$ cat src/rtl/io_map_pkg.sv
// IO window map shared by the LED/switch bridge and its debouncer.
package io_map_pkg;

    localparam int unsigned IO_DATA_W = 24;
    localparam int unsigned SW_LO_W   = 16;
    localparam int unsigned SW_HI_W   = 8;

    localparam logic [1:0] LED_LO_OFF = 2'd0;
    localparam logic [1:0] LED_HI_OFF = 2'd2;
    localparam logic [1:0] SW_LO_OFF  = 2'd0;
    localparam logic [1:0] SW_HI_OFF  = 2'd2;

endpackage

$ cat src/rtl/switch_debouncer.sv
// Synchronises raw switches, samples them on a slow tick and accepts a level
// only after STABLE_SAMPLES consecutive equal samples.
module switch_debouncer #(
    parameter int unsigned WIDTH          = 24,
    parameter int unsigned TICK_DIV       = 50000,
    parameter int unsigned STABLE_SAMPLES = 3
) (
    input  logic             clk,
    input  logic             rst,
    input  logic [WIDTH-1:0] raw,
    output logic [WIDTH-1:0] sw,
    output logic             sw_changed
);

    localparam int unsigned CNT_W = (TICK_DIV > 2) ? $clog2(TICK_DIV) : 1;
    localparam int unsigned S     = STABLE_SAMPLES;

    logic [WIDTH-1:0]        sync1;
    logic [WIDTH-1:0]        sync2;
    logic [CNT_W-1:0]        cnt;
    logic                    tick;
    logic                    tick_q;
    logic [WIDTH-1:0][S-1:0] hist;
    logic [WIDTH-1:0]        sw_next;

    assign tick = (cnt == CNT_W'(TICK_DIV - 1));

    // Two-flop synchroniser for the asynchronous board switches.
    always_ff @(posedge clk or posedge rst) begin
        if (rst) begin
            sync1 <= '0;
            sync2 <= '0;
        end else begin
            sync1 <= raw;
            sync2 <= sync1;
        end
    end

    // Free-running sample tick divider.
    always_ff @(posedge clk or posedge rst) begin
        if (rst) begin
            cnt    <= '0;
            tick_q <= 1'b0;
        end else begin
            cnt    <= tick ? '0 : cnt + CNT_W'(1);
            tick_q <= tick;
        end
    end

    // Shift one synchronised sample per bit into its history on each tick.
    always_ff @(posedge clk or posedge rst) begin
        if (rst) begin
            hist <= '0;
        end else if (tick) begin
            for (int i = 0; i < int'(WIDTH); i++) begin
                hist[i] <= {hist[i][S-2:0], sync2[i]};
            end
        end
    end

    // Accept a new level only when the whole history agrees, the cycle after a tick.
    always_comb begin
        sw_next = sw;
        if (tick_q) begin
            for (int i = 0; i < int'(WIDTH); i++) begin
                if (&hist[i]) begin
                    sw_next[i] = 1'b1;
                end else if (~|hist[i]) begin
                    sw_next[i] = 1'b0;
                end
            end
        end
    end

    // Debounced level and its one-cycle change pulse.
    always_ff @(posedge clk or posedge rst) begin
        if (rst) begin
            sw         <= '0;
            sw_changed <= 1'b0;
        end else begin
            sw         <= sw_next;
            sw_changed <= (sw_next != sw);
        end
    end

endmodule

$ cat src/rtl/io_led_switch_bridge.sv
// Memory-mapped IO responder: LED register for CPU stores, debounced switch reads.
module io_led_switch_bridge
    import io_map_pkg::*;
#(
    parameter int unsigned TICK_DIV       = 50000,
    parameter int unsigned STABLE_SAMPLES = 3
) (
    input  logic        clk,
    input  logic        rst,
    input  logic        led_ctrl,
    input  logic        switch_ctrl,
    input  logic        io_write,
    input  logic        io_read,
    input  logic [1:0]  addr_low,
    input  logic [23:0] io_wdata,
    output logic [23:0] io_rdata,
    input  logic [23:0] switch_in,
    output logic [23:0] led_out,
    output logic        sw_changed
);

    logic [IO_DATA_W-1:0] sw;
    logic                 unused_wdata;

    // Upper store byte never maps to any LED field.
    assign unused_wdata = ^io_wdata[23:16];

    switch_debouncer #(
        .WIDTH          (IO_DATA_W),
        .TICK_DIV       (TICK_DIV),
        .STABLE_SAMPLES (STABLE_SAMPLES)
    ) u_debouncer (
        .clk        (clk),
        .rst        (rst),
        .raw        (switch_in),
        .sw         (sw),
        .sw_changed (sw_changed)
    );

    // LED register: halfword store at offset 0, byte store at offset 2.
    always_ff @(posedge clk or posedge rst) begin
        if (rst) begin
            led_out <= '0;
        end else if (led_ctrl && io_write) begin
            case (addr_low)
                LED_LO_OFF: led_out[15:0]  <= io_wdata[15:0];
                LED_HI_OFF: led_out[23:16] <= io_wdata[7:0];
                default:    ;
            endcase
        end
    end

    // Same-cycle switch read mux; an LED/switch double decode reads as zero.
    always_comb begin
        io_rdata = '0;
        if (switch_ctrl && io_read && !led_ctrl) begin
            case (addr_low)
                SW_LO_OFF: io_rdata = IO_DATA_W'(sw[SW_LO_W-1:0]);
                SW_HI_OFF: io_rdata = IO_DATA_W'(sw[SW_LO_W +: SW_HI_W]);
                default:   io_rdata = '0;
            endcase
        end
    end

endmodule
$ cat config.mk
export PLATFORM = sky130hd
export DESIGN_NAME = io_led_switch_bridge
export DESIGN_NICKNAME = d
export VERILOG_FILES = /design/src/rtl/io_map_pkg.sv /design/src/rtl/switch_debouncer.sv /design/src/rtl/io_led_switch_bridge.sv
export SDC_FILE = /design/constraint.sdc
export NUM_CORES = 1
export LEC_CHECK = 0
export ABC_AREA = 0
export CAP_MARGIN = 30
export CORE_UTILIZATION = 35
export CTS_CLUSTER_DIAMETER = 120
export DETAILED_ROUTE_END_ITERATION = 6
export GPL_TIMING_DRIVEN = 0
export PLACE_DENSITY = 0.62
export SLEW_MARGIN = 40
export SYNTH_ARGS = -nofsm -noshare
export SYNTH_HDL_FRONTEND = slang
export SYNTH_SLANG_ARGS = --single-unit
$ cat constraint.sdc
create_clock -name clk -period 7.52 [get_ports clk]
set_clock_uncertainty 0.05 [all_clocks]
set_input_delay 0.752 -clock clk [delete_from_list [all_inputs] [get_ports clk]]
set_output_delay 0.752 -clock clk [all_outputs]
set_load 0.05 [all_outputs]
**Yosys cells after proc, flatten, opt, wreduce, memory -nomap -nowiden**

Index checks and enable logic that the tools add are counted.
W data, S select, Z words.

- Output and inout port bits: 49
- Input bits: 56
- Register bits: 186
- Word-level logic and storage cells: 143

- Add/sub/neg operators: 1
- Reductions and logical operators: 55
- Mux-type cells: 52
- Equal/unequal tests: 3

Operators by type and width:

| kind | count |
|---|---|
| $reduce_and A3 Y1 | 24 |
| $reduce_or A3 Y1 | 24 |
| $mux W1 | 48 |
| $mux W16 | 2 |
| $pmux W16 S2 | 1 |
| $mux W24 | 1 |
| $ne A24 B24 Y1 | 1 |
| $add A16 B1 Y16 const B | 1 |
| $eq A16 B16 Y1 const B | 1 |
| $reduce_and A2 Y1 | 2 |
| $logic_and A1 B1 Y1 | 3 |
| $eq A2 B2 Y1 const B | 1 |
| $logic_not A2 Y1 | 1 |
| $logic_not A1 Y1 | 1 |

**Depth between registers and ports, before layout**

- Depth in word-level cells: 5
- Mapped depth: 7
- Gate-level depth less buffers: 6

**Modules after synthesis**

A second synthesis with hierarchy kept.

- Cell total of the unflattened synthesis: 579
- Area total of the unflattened synthesis: 7619.8 sq um

Modules (own cells, without submodules):

| module | area each (sq um) | seq. area each (sq um) | instances | cells an instance |
|---|---|---|---|---|
| switch_debouncer | 6366.1 | 4053.9 | 1 | 488 |
| io_led_switch_bridge | 1253.7 | 600.6 | 1 | 91 |

**Least setup slack after synthesis**

No wires, ideal clock.

- Path type: input-to-output
- Start point: in addr_low[1]
- End point: out io_rdata[10]
- Arrival time: 2.284 ns
- Slack: 4.434 ns
- Required time: 6.718 ns
- Stages: 3
- Buffers on the path: 2
- Cell sequence: clkbuf_1 -> clkbuf_1 -> nor3_1

- Longest elaborated chain between the ends: 3

Ends and longest elaborated chain:

| item | line | RTL |
|---|---|---|
| start: declaration | io_led_switch_bridge.sv:14 | `input logic [1:0] addr_low,` |
| $eq A2 B2 Y1 or $logic_not A2 Y1 (tied branches) | io_led_switch_bridge.sv:57 | `case (addr_low)` |
| $pmux W16 S2 * | io_led_switch_bridge.sv:57 |  |
| $mux W16 * | io_led_switch_bridge.sv:56 | `if (switch_ctrl && io_read && !led_ctrl) begin` |
| end: declaration | io_led_switch_bridge.sv:16 | `output logic [23:0] io_rdata,` |

Every way passes the cells marked *; elsewhere a longest branch is shown, timed or not.

**Worst setup path after layout**

- Start point: in addr_low[0]
- End point: out io_rdata[12]

Same word-level chain as after synthesis.

==> summary.md <==
| Metric | Value |
|---|---|
| Outcome | finished clean |
| Startpoint Class | input port |
| Worst-Margin Slew | 777.0 ps |
| FMAX | between 200 and 300 MHz |
| H-tree Lvls | 4 |
| Yosys warns | 0 |
| Critical path origin | addr_low[0] |
| CP bufs+invs | 3 |
| Critical path depth in cells | 5 |
| Vias/cell | 4.886 |
| Critical-path maximum fanout | 10 |
| Num CTS Buffers | 17 |
| Area of the multi-input gates | about 0.0027 mm^2 |
| Post-CTS Resized | 0 |
| Reg2reg start | u_debouncer.cnt[10] |
| Most frequent CP cell | clkdlybuf4s50_1 |
| Hold crit path type | flip-flop to flip-flop |
| CP max stage cell | clkdlybuf4s50_1 |
| MaxCap Viol Count | 0 |
| CTS root buf | clkbuf_16 |
| Final hold slack | 290.9 ps |
| Post-CTS Setup Inserts | 0 |
| Worst rel slew slack | 48.20% |
| Post-synthesis cell count | 725 |
| PwrDens | 229.0 mW/mm^2 |
| Post-DP HPWL | 11630 um |
| Core box area | 0.02109 mm^2 |
| Area growth, synth to finish | 24.58% |
| Crit end category | output port |
| Total global routing overflow | 0 |
| Pre-Repair DR Iteration Count | 5 |
| Worst skew pair latency | 440 ps |
| First DRT Iteration DRCs | 341 |
| Residual DRC | 0 |
| CTS tree | yes |
| Drt total wl | approximately 17000 um |
| Cells along the critical path | clkdlybuf4s50_1, nand4bb_1, clkbuf_1, nor3_1, clkdlybuf4s50_1 |
| Worst EP arrival | between 3000 and 4000 ps |
| Initial Util | 35.82% |
| First-pass GRT wire length | 28640 um |
| Largest net degree at the start of global routing | 72 |
| Reg2Reg Depth | 6 |
| Largest stage delay on the critical path | 860 ps |
| Count of final setup violators | 0 |
| CTS Hold Bufs | 0 |
| R2r endpoint | u_debouncer.hist[68] |
| Crit share post-route | a little over half |
| Seq/Total Area, Yosys | 61.62% |
| Crit path capture | io_rdata[12] |
| Post-DR wirelength/cell | around 15 um |
| Ports | ~110 |
| Site Rows | between 50 and 60 |
| Post-route ant nets | 0 |
| Worst path required time | 6720 ps |
| Max Slew Vio Count | 0 |
| Chip height | 148.9 um |
| Unique masters post-synth | 38 |
| Peak VDD IR | 0.1593 mV |
| Inst Count DP | 1096 |
| I/O Buffers | 87 |
| Register Area | 0.004654 mm^2 |
| CP Class | input port to output port |
| Die area | 0.02217 mm^2 |
| GRT Overall Usage | 16.85% |
| Vias | 5511 |
| Initial antenna violation count | 0 |
| Largest delay share family, worst path | buffers and inverters |
| Synth Area per Inst | 10.42 um^2 |
| DIE WIDTH | approximately 150 um |
| Vias in the first global route | 5475 |
| Pwr Total | 2.155 mW |
| Final #Nets | 897 |
| Clk slew on worst S/H paths | 70 ps |
| Maximum clock path buffer count | 2 |
| Synth Register Bits | 186 |
| Gpl congestion | between 0.8 and 0.9 |
| Filler cell count | approximately 2.1k |
| Final hold vios | 0 |
| RSZ-0062 raised after global routing | no |
| Cell Area, Synth | 0.007553 mm^2 |
| Layout cells sized above 1 | 10.67% |
| Static Leak | 4.302 nW |
| Sink Count | 186 |
| Crit path time final | 3933 ps |
| Reg2reg setup slack | 5330 ps |
| Layout Cells excl Fill | approximately 1.1k |
| Diode count | 0 |
-- synth_stat cells --
cell,instances,area share [%]
a21oi_1,28,1.9
a31oi_1,22,1.8
and2_1,6,0.50
and3_1,2,0.17
and4b_1,10,1.3
buf_2,1,0.066
buf_4,17,1.7
buf_6,7,1.0
clkbuf_1,8,0.40
conb_1,1,0.050
dfrtp_1,186,62
ha_1,1,0.17
inv_1,9,0.45
inv_2,1,0.050
mux2_2,24,3.6
mux2i_1,8,1.1
nand2_1,237,12
nand2b_1,1,0.083
nand3_1,13,0.86
nand3b_1,4,0.40
nand4_1,7,0.58
nand4b_1,10,1.2
nand4bb_1,1,0.15
nor2_1,61,3.0
nor3_1,8,0.53
nor3b_1,3,0.30
nor4_1,8,0.66
nor4b_1,14,1.6
o21ai_0,1,0.066
o21ai_1,1,0.066
o21ai_2,2,0.23
o22ai_1,1,0.083
o41ai_1,2,0.23
or3b_2,4,0.46
or4_1,1,0.099
or4_4,1,0.15
xnor2_1,8,0.93
xor2_1,6,0.70
-- kinds of logic (layout without fill, tap and decap cells) --
family          after synthesis  after routing  synth area share, %
simple gates                391            391                23.85
flops                       186            186                61.62
compound gates               57             57                4.356
buf+inv                      43            164                3.694
mux                          32             32                4.638
xor+xnor                     14             14                1.623
fa+ha+maj                     1              1               0.1656
other cells                   1              8              0.04965
-- metal layers --
layer  routed length [um]  track usage (%)
met1                 8053            22.37
met2                 7934            26.63
met3                 1022            4.495
met4                  232            5.612
met5                    0                0
-- metrics by stage --
stage	utilization (%)	setup TNS, ps	setup slack, ps	cell area [um^2]
2_1_floorplan	-	0	1661	7580
3_3_place_gp	41.71	-166780	-912.6	8795
3_5_place_dp	42.03	0	3562	8862
4_1_cts	44.62	0	3560	9410
5_1_grt	44.62	0	3474	9410
6_report	44.62	0	3587	9410
-- sequential cells by signal (all words and copies together) (netlist names) --
register                cells
u_debouncer.cnt            16
u_debouncer.sync2          24
u_debouncer.sw_changed      1
u_debouncer.hist           72
led_out                    24
u_debouncer.sync1          24
u_debouncer.sw             24
u_debouncer.tick_q          1
-- cell type report --
cell class                      count  area share (%)
Inverter                           10          0.4787
Sequential cell                   186           49.46
Multi-Input combinational cell    503           28.17
Clock buffer                       21           4.893
Buffer                             33           2.566
Tap cell                          275           3.656
Timing Repair Buffer               89           9.839
Clock inverter                     11          0.9307
-- worst register-to-register path, cell delays in order, from the launching register on --
cell and delay (ps):
dfrtp_1 410, or4_1 540, or4_4 540, inv_2 210
buf_4 250, nand2_1 70, nand2_1 60
-- where the power goes --
part	internal [mW]	total, mW	switching [mW]
sequential	1.04	1.06	0.0177
clock	0.444	0.838	0.394
combinational	0.0961	0.257	0.161
-- placed cells by master, fill, tap and decap left out, types with 3 or more instances in the layout --
master	count
buf_6	7
clkbuf_16	17
nor2_1	61
xnor2_1	8
nand4b_1	10
clkinv_4	3
nor3_1	7
conb_1	8
nand3b_1	4
xor2_1	6
clkbuf_1	10
nand4_1	7
and2_1	6
clkdlybuf4s50_1	87
nand2_1	237
inv_6	3
nor3b_1	3
or3b_2	4
a21oi_1	28
and4b_1	10
clkinvlp_4	4
a31oi_1	22
inv_1	8
nor4_1	8
dfrtp_1	186
mux2i_1	8
buf_4	17
mux2_2	24
nor4b_1	14
nand3_1	13
-- how the worst min path moves through the flow --
stage | cells after the start | from | end | slack, ps
2_1_floorplan | 0 | u_debouncer.sync1[0] | u_debouncer.sync2[0] | 280
3_3_place_gp | 0 | u_debouncer.sync1[19] | u_debouncer.sync2[19] | 280
3_5_place_dp | 0 | u_debouncer.sync1[13] | u_debouncer.sync2[13] | 280
4_1_cts | 0 | u_debouncer.sync1[21] | u_debouncer.sync2[21] | 300
5_1_grt | 0 | u_debouncer.sync1[23] | u_debouncer.sync2[23] | 300
6_report | 0 | u_debouncer.sync1[21] | u_debouncer.sync2[21] | 290
(Power assumes the default switching activity.)
